===== config.mk =====
export PLATFORM = sky130hd
export DESIGN_NAME = spi_frame_rx
export DESIGN_NICKNAME = d
export VERILOG_FILES = /design/src/rtl/spi_frame_rx.sv
export SDC_FILE = /design/constraint.sdc
export NUM_CORES = 1
export LEC_CHECK = 0
export ABC_AREA = 1
export BUFFER_PORTS_ARGS = -buffer_cell sky130_fd_sc_hd__buf_4
export CAP_MARGIN = 20
export CORE_AREA = 2 2 159 161
export CTS_CLUSTER_SIZE = 16
export DETAILED_ROUTE_END_ITERATION = 8
export DIE_AREA = 0 0 161 163
export PLACE_DENSITY = 0.77
export SETUP_SLACK_MARGIN = 0.2
export SYNTH_ARGS = -nofsm -noshare
export SYNTH_HDL_FRONTEND = slang
export SYNTH_SLANG_ARGS = --single-unit

===== constraint.sdc =====
create_clock -name clk -period 6.3 [get_ports clk]
set_input_delay 1.89 -clock clk [delete_from_list [all_inputs] [get_ports clk]]
set_output_delay 1.89 -clock clk [all_outputs]
set_load 0.01 [all_outputs]

===== src/rtl/spi_frame_rx.sv =====
// rtl/spi_frame_rx.sv - SPI-slave frame receiver with length check and frame FIFO
module spi_frame_rx #(
    parameter int FIELD_W    = 32,
    parameter int NUM_FIELDS = 2,
    parameter int LSB_FIRST  = 1,
    parameter int FIFO_DEPTH = 4
) (
    input  logic                            clk,
    input  logic                            rst,
    input  logic                            spi_clk,
    input  logic                            spi_en,
    input  logic                            spi_data,
    output logic [FIELD_W*NUM_FIELDS-1:0]   frame_data,
    output logic                            frame_valid,
    input  logic                            frame_ready,
    output logic [$clog2(FIFO_DEPTH):0]     fifo_level,
    output logic                            frame_err,
    output logic                            overflow
);

    localparam int TOTAL = FIELD_W * NUM_FIELDS;
    localparam int CNT_W = $clog2(TOTAL + 2);
    localparam int POS_W = $clog2(TOTAL);
    localparam int BIT_W = $clog2(FIELD_W);
    localparam int PTR_W = $clog2(FIFO_DEPTH);
    localparam int LVL_W = $clog2(FIFO_DEPTH) + 1;

    localparam logic [CNT_W-1:0] CNT_FULL = CNT_W'(TOTAL);
    localparam logic [CNT_W-1:0] CNT_OVER = CNT_W'(TOTAL + 1);
    localparam logic [BIT_W-1:0] BIT_LAST = BIT_W'(FIELD_W - 1);
    localparam logic [LVL_W-1:0] LVL_FULL = LVL_W'(FIFO_DEPTH);

    typedef enum logic {IDLE, RECV} state_t;

    state_t             state, state_nxt;
    logic [2:0]         sclk_q, sen_q;
    logic [1:0]         sdat_q;
    logic               clk_rise, en_rise, en_fall;
    logic               start, judge, capture;
    logic [CNT_W-1:0]   count;
    logic [BIT_W-1:0]   bit_sel;
    logic [POS_W-1:0]   field_base, pos;
    logic [TOTAL-1:0]   shreg;
    logic               push_req, err_set;
    logic [TOTAL-1:0]   mem [FIFO_DEPTH];
    logic [PTR_W-1:0]   rd_ptr, wr_ptr;
    logic [LVL_W-1:0]   level;
    logic               full, pop, accept;

    // Synchronisers: clock/enable get a third flop for edge detect; data only needs to line up with s2
    always_ff @(posedge clk) begin
        if (rst) begin
            sclk_q <= '0;
            sen_q  <= '0;
            sdat_q <= '0;
        end else begin
            sclk_q <= {sclk_q[1:0], spi_clk};
            sen_q  <= {sen_q[1:0], spi_en};
            sdat_q <= {sdat_q[0], spi_data};
        end
    end

    assign clk_rise = sclk_q[1] & ~sclk_q[2];
    assign en_rise  = sen_q[1] & ~sen_q[2];
    assign en_fall  = ~sen_q[1] & sen_q[2];

    // FSM state register
    always_ff @(posedge clk) begin
        if (rst) state <= IDLE;
        else     state <= state_nxt;
    end

    // FSM next state: an enable rise always restarts, a fall ends the frame and triggers judgement
    always_comb begin
        state_nxt = state;
        start     = 1'b0;
        judge     = 1'b0;
        capture   = 1'b0;
        case (state)
            IDLE: begin
                if (en_rise) begin
                    state_nxt = RECV;
                    start     = 1'b1;
                end
            end
            RECV: begin
                if (en_rise) begin
                    start = 1'b1;
                end else if (en_fall) begin
                    state_nxt = IDLE;
                    judge     = 1'b1;
                end else if (clk_rise && sen_q[1]) begin
                    capture = 1'b1;
                end
            end
            default: state_nxt = IDLE;
        endcase
    end

    // Bit k lands at field_base + bit offset; MSB-first mode mirrors the offset inside each field
    assign pos = (LSB_FIRST != 0) ? field_base + POS_W'(bit_sel)
                                  : field_base + POS_W'(FIELD_W - 1) - POS_W'(bit_sel);

    // Deserialiser: place each captured bit directly, count saturates one past a full frame
    always_ff @(posedge clk) begin
        if (rst || start) begin
            count      <= '0;
            bit_sel    <= '0;
            field_base <= '0;
            shreg      <= '0;
        end else if (capture) begin
            if (count < CNT_FULL) begin
                shreg[pos] <= sdat_q[1];
                count      <= count + CNT_W'(1);
                if (bit_sel == BIT_LAST) begin
                    bit_sel    <= '0;
                    field_base <= field_base + POS_W'(FIELD_W);
                end else begin
                    bit_sel <= bit_sel + BIT_W'(1);
                end
            end else if (count == CNT_FULL) begin
                count <= CNT_OVER;
            end
        end
    end

    assign push_req = judge && (count == CNT_FULL);
    assign err_set  = judge && (count != '0) && (count != CNT_FULL);
    assign full     = (level == LVL_FULL);
    assign pop      = (level != '0) && frame_ready;
    assign accept   = push_req && (!full || pop);

    // Frame storage; a full FIFO still accepts when the head leaves on the same edge
    always_ff @(posedge clk) begin
        if (accept) mem[wr_ptr] <= shreg;
    end

    // FIFO pointers, level and the one-cycle status pulses
    always_ff @(posedge clk) begin
        if (rst) begin
            rd_ptr    <= '0;
            wr_ptr    <= '0;
            level     <= '0;
            frame_err <= 1'b0;
            overflow  <= 1'b0;
        end else begin
            if (accept) wr_ptr <= wr_ptr + PTR_W'(1);
            if (pop)    rd_ptr <= rd_ptr + PTR_W'(1);
            case ({accept, pop})
                2'b10:   level <= level + LVL_W'(1);
                2'b01:   level <= level - LVL_W'(1);
                default: level <= level;
            endcase
            frame_err <= err_set;
            overflow  <= push_req && full && !pop;
        end
    end

    assign frame_valid = (level != '0);
    assign frame_data  = frame_valid ? mem[rd_ptr] : '0;
    assign fifo_level  = level;

endmodule


==> results of run 1 <==
## worst max-delay path by stage
stage | startpoint | endpoint | slack [ps] | depth (start not counted)
2_1_floorplan | frame_ready | mem[0][0] | 850 | 4
3_3_place_gp | frame_ready | mem[3][11] | 2030 | 6
3_5_place_dp | frame_ready | mem[2][51] | 1970 | 6
4_1_cts | register | frame_data[54] | 1560 | 6
5_1_grt | register | frame_data[42] | 1360 | 6
6_report | register | frame_data[56] | 1530 | 6
## worst reg2reg max path, stage by stage, from the launching register on
cell and delay (ps):
dfxtp_1 350, inv_1 100, ha_1 150, nand3_1 110, inv_1 120, nand3_1 410
nor2_4 940, buf_4 460
## state kept, by name, summed over array words and instances, names as in the netlist, named ones only
signal,count
sen_q,3
overflow,1
state,1
sclk_q,3
count,7
wr_ptr,2
rd_ptr,2
shreg,64
frame_err,1
sdat_q,2
mem,256
field_base,1
fifo_level,3
bit_sel,5
## stage by stage
| stage | worst slack (ps) | cells | cell area, µm² | utilization | total power, W |
|---|---|---|---|---|---|
| 2_1_floorplan | 846 | 1396 | 14300 | - | 0.00253 |
| 3_3_place_gp | 2030 | 1734 | 15000 | 0.610 | 0.00254 |
| 3_5_place_dp | 1970 | 1734 | 15000 | 0.610 | 0.00254 |
| 4_1_cts | 1560 | 1796 | 16200 | 0.655 | 0.00453 |
| 5_1_grt | 1360 | 1796 | 16200 | 0.655 | 0.00461 |
| 6_report | 1530 | 1796 | 16200 | 0.655 | 0.00451 |
## metal layers
layer,up-vias,track usage
li1,4907,-
met2,467,0.410
met4,0,0.0775
met1,4870,0.328
met3,63,0.0382
met5,-,0
## where the power goes
part	leakage [nW]	switching (W)	internal, W	total, W
clock network	0.554	0.000831	0.00119	0.00202
logic	1.79	0.0000212	0.00000508	0.0000263
registers	3.18	0.00000124	0.00246	0.00246
## layout make-up
class,instances,area (µm²),share of cell area
sequential,353,9640,0.596
multi-input combinational,913,4140,0.256
clock buffer,47,993,0.0614
timing repair buffer,91,683,0.0422
tap,330,413,0.0255
inverter,47,176,0.0109
clock inverter,15,128,0.00789
## placed cells by master (no fill, tap or decap), types with 5 or more instances in the layout
master	count
buf_4	91
nor2_1	350
nor2_4	5
nand2_1	107
dfxtp_1	94
o21ai_0	135
nand3_1	146
edfxtp_1	256
inv_2	5
a21oi_1	146
clkbuf_1	7
clkinv_2	8
clkbuf_16	37
inv_1	42
ha_1	9
## kinds of logic (layout without fill, tap and decap cells)
kind of cell / Yosys count / after routing
buf+inv: 130 / 200
flops: 353 / 353
xor+xnor: 1 / 1
fa+ha+maj: 10 / 10
compound gates: 285 / 285
simple gates: 617 / 617
==> impl_metrics.py, run 1 <==
metrics = {
    "flow_run": {
        "drv_cap": 0,
    },
    "clock_tree": {
        "postCtsSetupRepairBufs": 0,
        "cts.sinks": 353,
        "ctsHoldBuffers": 0,
        "cts.htree.levels": 2,
        "numCtsBuffers": 34,
        "clk_pin_slew_worst_paths_ps": 60,
        "cts_tree": "yes",
        "clock_tree.buffer_depth": 3,
        "ctsResizeCount": 0,
        "root_buffer": "clkbuf_16",
        "clock_latency_ps": 510,
    },
    "drt": {
        "vias_per_cell": 5.74,
        "wl_met2_um": 15800,
        "postRouteWirelength_um": 32200,
        "routed.top_layer": "met4",
        "routedLengthMet1_um": 13200,
        "dr.pass1.iters": 6,
        "via_count": 10300,
        "drtIter0Drc": 1356,
        "ant_nets": 0,
        "met3WireLength_um": 2520,
        "wl_per_cell_um": 17.9,
        "drc": 0,
    },
    "finish": {
        "drive_gt1_frac": 0.110,
        "fin_nets": 1456,
        "fillCellCount": 1815,
        "syn_to_final_growth_pct": 12.9,
        "n_antenna_cell": 0,
    },
    "logic_synthesis": {
        "synth-edff-count": 256,
        "synthTopCellsByCount": "nor2_1 (354), edfxtp_1 (256), a21oi_1 (146), nand3_1 (146), o21ai_0 (135)",
        "async_flop_share": 0,
        "ys_top_cells_by_area": "edfxtp_1 (54%), dfxtp_1 (14%), nor2_1 (9.3%)",
        "synth_cell_types": 28,
        "synthXorXnorAreaFrac": 0.000611,
        "ys_ff_latch": 353,
        "yosysMostFrequentCell": "nor2_1",
        "synth_top_family_by_area": "simple AND/OR/NAND/NOR gates",
        "muxShareOfSynthArea": 0,
        "syn-cell-area_um2": 14300,
        "yosys.area.top_type": "edfxtp_1",
        "yosys.area_share.simple": 0.177,
        "synthCells": 1396,
        "ys_warn_count": 0,
        "yosys.area.top_type_share": 0.537,
        "synthAdderAreaFrac": 0.00926,
        "yosysSeqAreaShare": 0.672,
        "syn_nets": 1412,
        "synth_compound_area_frac": 0.0998,
        "synth_ff_type": "edfxtp_1",
        "synth.avg_cell_area_um2": 10.3,
    },
    "placement": {
        "place_hpwl_um": 17500,
        "gp_congestion": 0.814,
        "port_buffers": 75,
    },
    "die": {
        "rows": 58,
        "fp.dieW_um": 161,
        "core_um2": 24700,
        "die_y_um": 163,
        "die_area_um2": 26200,
        "pin_count": 76,
        "floorplan.initialDensity": 0.581,
    },
    "setup_path": {
        "cp_max_fo": 69,
        "crit-reg2reg-launch": "count[0]",
        "r2r_slack_ps": 3310,
        "r2r_cells": 7,
        "crit_type": "register to output pin",
        "r2r_end": "mem[2][51]",
        "critPathRequiredTime_ps": 4410,
        "max_stage_delay_ps": 770,
        "critPathCaptureType": "output pin",
        "cp_top_family": "buffers and inverters",
        "worstPathArrival_ps": 2880,
        "start_kind": "register",
        "timing.critical_path.buf_inv": 2,
        "cpMaxStageDelayCell": "dfxtp_4",
        "crit_chain": "buf_4 -> nor2_1 -> nor2_1 -> o21ai_0 -> a21oi_1 -> buf_4",
    },
    "timing": {
        "relSlewSlack": 0.270,
        "drv_slew": 0,
        "rsz0062_at_grt": "no",
        "hold_viol": 0,
        "holdWs_ps": 395,
        "fin_crit_sh": 0.757,
        "finClkSkew_ps": 9.77,
        "fmax_mhz": 210,
        "setup_tns_ps": 0,
        "tightest_slew_ps": 1100,
        "fin_crit_ps": 4770,
        "setup_viol": 0,
    },
    "pwr": {
        "power_density_nw_per_um2": 279,
        "leakagePower_nw": 5.52,
        "vdd_drop_max_mv": 0.190,
    },
    "grt": {
        "gr-total-overflow": 0,
        "grt_pass1_wl_um": 50700,
        "antenna_found_initial": 0,
        "grt_max_degree": 97,
        "grt_usage": 0.243,
        "grt_pass1_vias": 9693,
    },
    "min_path": {
        "hp-class": "register to register",
        "min_from": "sdat_q[0]",
        "holdPathEnd": "sdat_q[1]",
        "holdPathStages": 2,
    },
    "outcome": {
        "status": "finished, final reports clean",
    },
}
(Power assumes the default switching activity.)
==> run 2, diff against run 1 <==
==> constraint.sdc (replaced) <==
create_clock -name clk -period 4.83 [get_ports clk]
set_input_delay 1.449 -clock clk [delete_from_list [all_inputs] [get_ports clk]]
set_output_delay 1.449 -clock clk [all_outputs]
set_load 0.01 [all_outputs]
==> run 2 against run 1 <==
  * Total power up 32%
  * Clock power up 33%
  * Clock-buffer cell count up 2
  * Core utilization up 0.31 points
  * Critical path depth unchanged
  * Global-route usage up 1.1 points
  * Sequential cell count unchanged
  * Final cell count up 0.11%
  * Cell area up 0.47%
  * Highest routed layer unchanged
==> impl_metrics.py, run 2 (synthesis results as in run 1) <==
metrics = {
    "outcome": {
        "status": "finished, final reports clean",
    },
    "placement": {
        "gp_congestion": 0.782,
        "placed_area_um2": 15100,
        "place_hpwl_um": 17300,
        "port_buffers": 75,
    },
    "drt": {
        "drc": 0,
        "dr.pass1.iters": 6,
        "vias_per_cell": 5.80,
        "drtIter0Drc": 1153,
        "ant_nets": 0,
        "postRouteWirelength_um": 33100,
        "via_count": 10400,
        "wl_per_cell_um": 18.4,
    },
    "setup_path": {
        "start_kind": "register",
        "worstPathArrival_ps": 2850,
        "crit_chain": "buf_4 -> nor2_1 -> nor2_1 -> o21ai_0 -> a21oi_1 -> buf_4",
        "max_stage_delay_ps": 930,
        "cpMaxStageDelayCell": "dfxtp_4",
        "critPathRequiredTime_ps": 3380,
        "critPathCaptureType": "output pin",
        "r2r_cells": 7,
        "cp_max_fo": 82,
        "crit_type": "register to output pin",
    },
    "clock_tree": {
        "clock_latency_ps": 520,
        "numCtsBuffers": 35,
        "clock_tree.buffer_depth": 3,
        "ctsHoldBuffers": 0,
        "postCtsSetupRepairBufs": 0,
        "clk_pin_slew_worst_paths_ps": 60,
        "cts.sinks": 353,
        "cts.htree.levels": 2,
        "ctsResizeCount": 0,
        "root_buffer": "clkbuf_16",
        "cts_tree": "yes",
    },
    "timing": {
        "relSlewSlack": 0.375,
        "holdWs_ps": 405,
        "drv_slew": 0,
        "rsz0062_at_grt": "no",
        "fin_crit_ps": 4300,
        "finClkSkew_ps": 20.7,
        "fmax_mhz": 233,
        "fin_crit_sh": 0.890,
        "tightest_slew_ps": 938,
        "setup_tns_ps": 0,
        "hold_viol": 0,
        "setup_viol": 0,
    },
    "finish": {
        "n_antenna_cell": 0,
        "drive_gt1_frac": 0.108,
        "fin_nets": 1457,
        "largest-register": "mem",
        "largest_register_ffs": 256,
        "final_cell_mix": "nor2_1 (350), edfxtp_1 (256), a21oi_1 (146), nand3_1 (146), o21ai_0 (135)",
        "final_common_cell": "nor2_1",
        "top_regs": "mem (256), shreg (64), count (7)",
        "syn_to_final_growth_pct": 13.4,
        "final_area_um2": 16200,
    },
    "grt": {
        "grt_pass1_vias": 10100,
        "antenna_found_initial": 0,
        "grt_pass1_wl_um": 52900,
        "gr-total-overflow": 0,
        "grt_max_degree": 87,
        "grt_usage": 0.254,
    },
    "flow_run": {
        "drv_cap": 0,
    },
    "die": {
        "floorplan.initialDensity": 0.581,
        "pin_count": 76,
        "core_um2": 24700,
        "die_y_um": 163,
        "die_area_um2": 26200,
        "fp.dieW_um": 161,
        "rows": 58,
    },
    "pwr": {
        "leakagePower_nw": 5.54,
        "power_density_nw_per_um2": 365,
        "vdd_drop_max_mv": 0.252,
        "power_w": 0.00593,
    },
    "min_path": {
        "hp-class": "register to register",
        "holdPathStages": 2,
    },
}
==> run 2: cell types whose count changed in the layout (fill, tap and decap cells not counted) <==
cell,change
clkbuf_16,-1
buf_12,+4
clkinv_1,+4
clkinv_8,+1
inv_6,+2
buf_4,-4
clkbuf_8,+3
clkinv_4,-1
clkinv_2,-6
==> run 2: where the power goes <==
group          internal (W)  switching [W]  leakage, nW
Clock               0.00158        0.00112        0.558
Sequential          0.00321     0.00000156         3.17
Combinational    0.00000662      0.0000278         1.81
Total               0.00479        0.00114         5.54
==> run 2: final timing paths <==
check | from | end | slack, ps
setup reg to reg | count[0] | mem[0][1] | 2040
hold / removal | sclk_q[0] | sclk_q[1] | 410
hold reg to reg | sclk_q[0] | sclk_q[1] | 410
setup / recovery | register | frame_data[54] | 530
==> run 2: worst max-delay path, delay by kind of cell, from the launching register on <==
| family | cells | cell delay [ps] |
|---|---|---|
| flip-flops | 1 | 930 |
| buffers and inverters | 2 | 730 |
| AO/OA/AOI/OAI | 2 | 340 |
| AND/OR/NAND/NOR | 2 | 230 |
==> run 2: final cells by class <==
type	instances	area (µm²)
inverter	47	176
tap	330	413
timing repair buffer	91	733
sequential	353	9640
clock inverter	15	138
multi-input combinational	913	4140
fill	1855	8430
clock buffer	49	1010
==> run 2: per-stage QoR <==
stage / std cells / setup WS [ps] / util
detailed placement: 1734 / 1110 / 0.612
finish: 1798 / 534 / 0.658
CTS: 1798 / 504 / 0.658
global route: 1798 / 311 / 0.658
global placement: 1734 / 1170 / 0.612
floorplan: 1396 / -183 / -
==> run 2: metal layers <==
metal | up-vias | track usage | wire length, µm | part of all wire
met1 | 5019 | 0.345 | 13600 | 0.41
met2 | 428 | 0.434 | 16400 | 0.50
met3 | 63 | 0.0369 | 2410 | 0.073
met4 | 0 | 0.0678 | 658 | 0.020
met5 | - | 0 | 0 | 0
li1 | 4911 | - | - | -
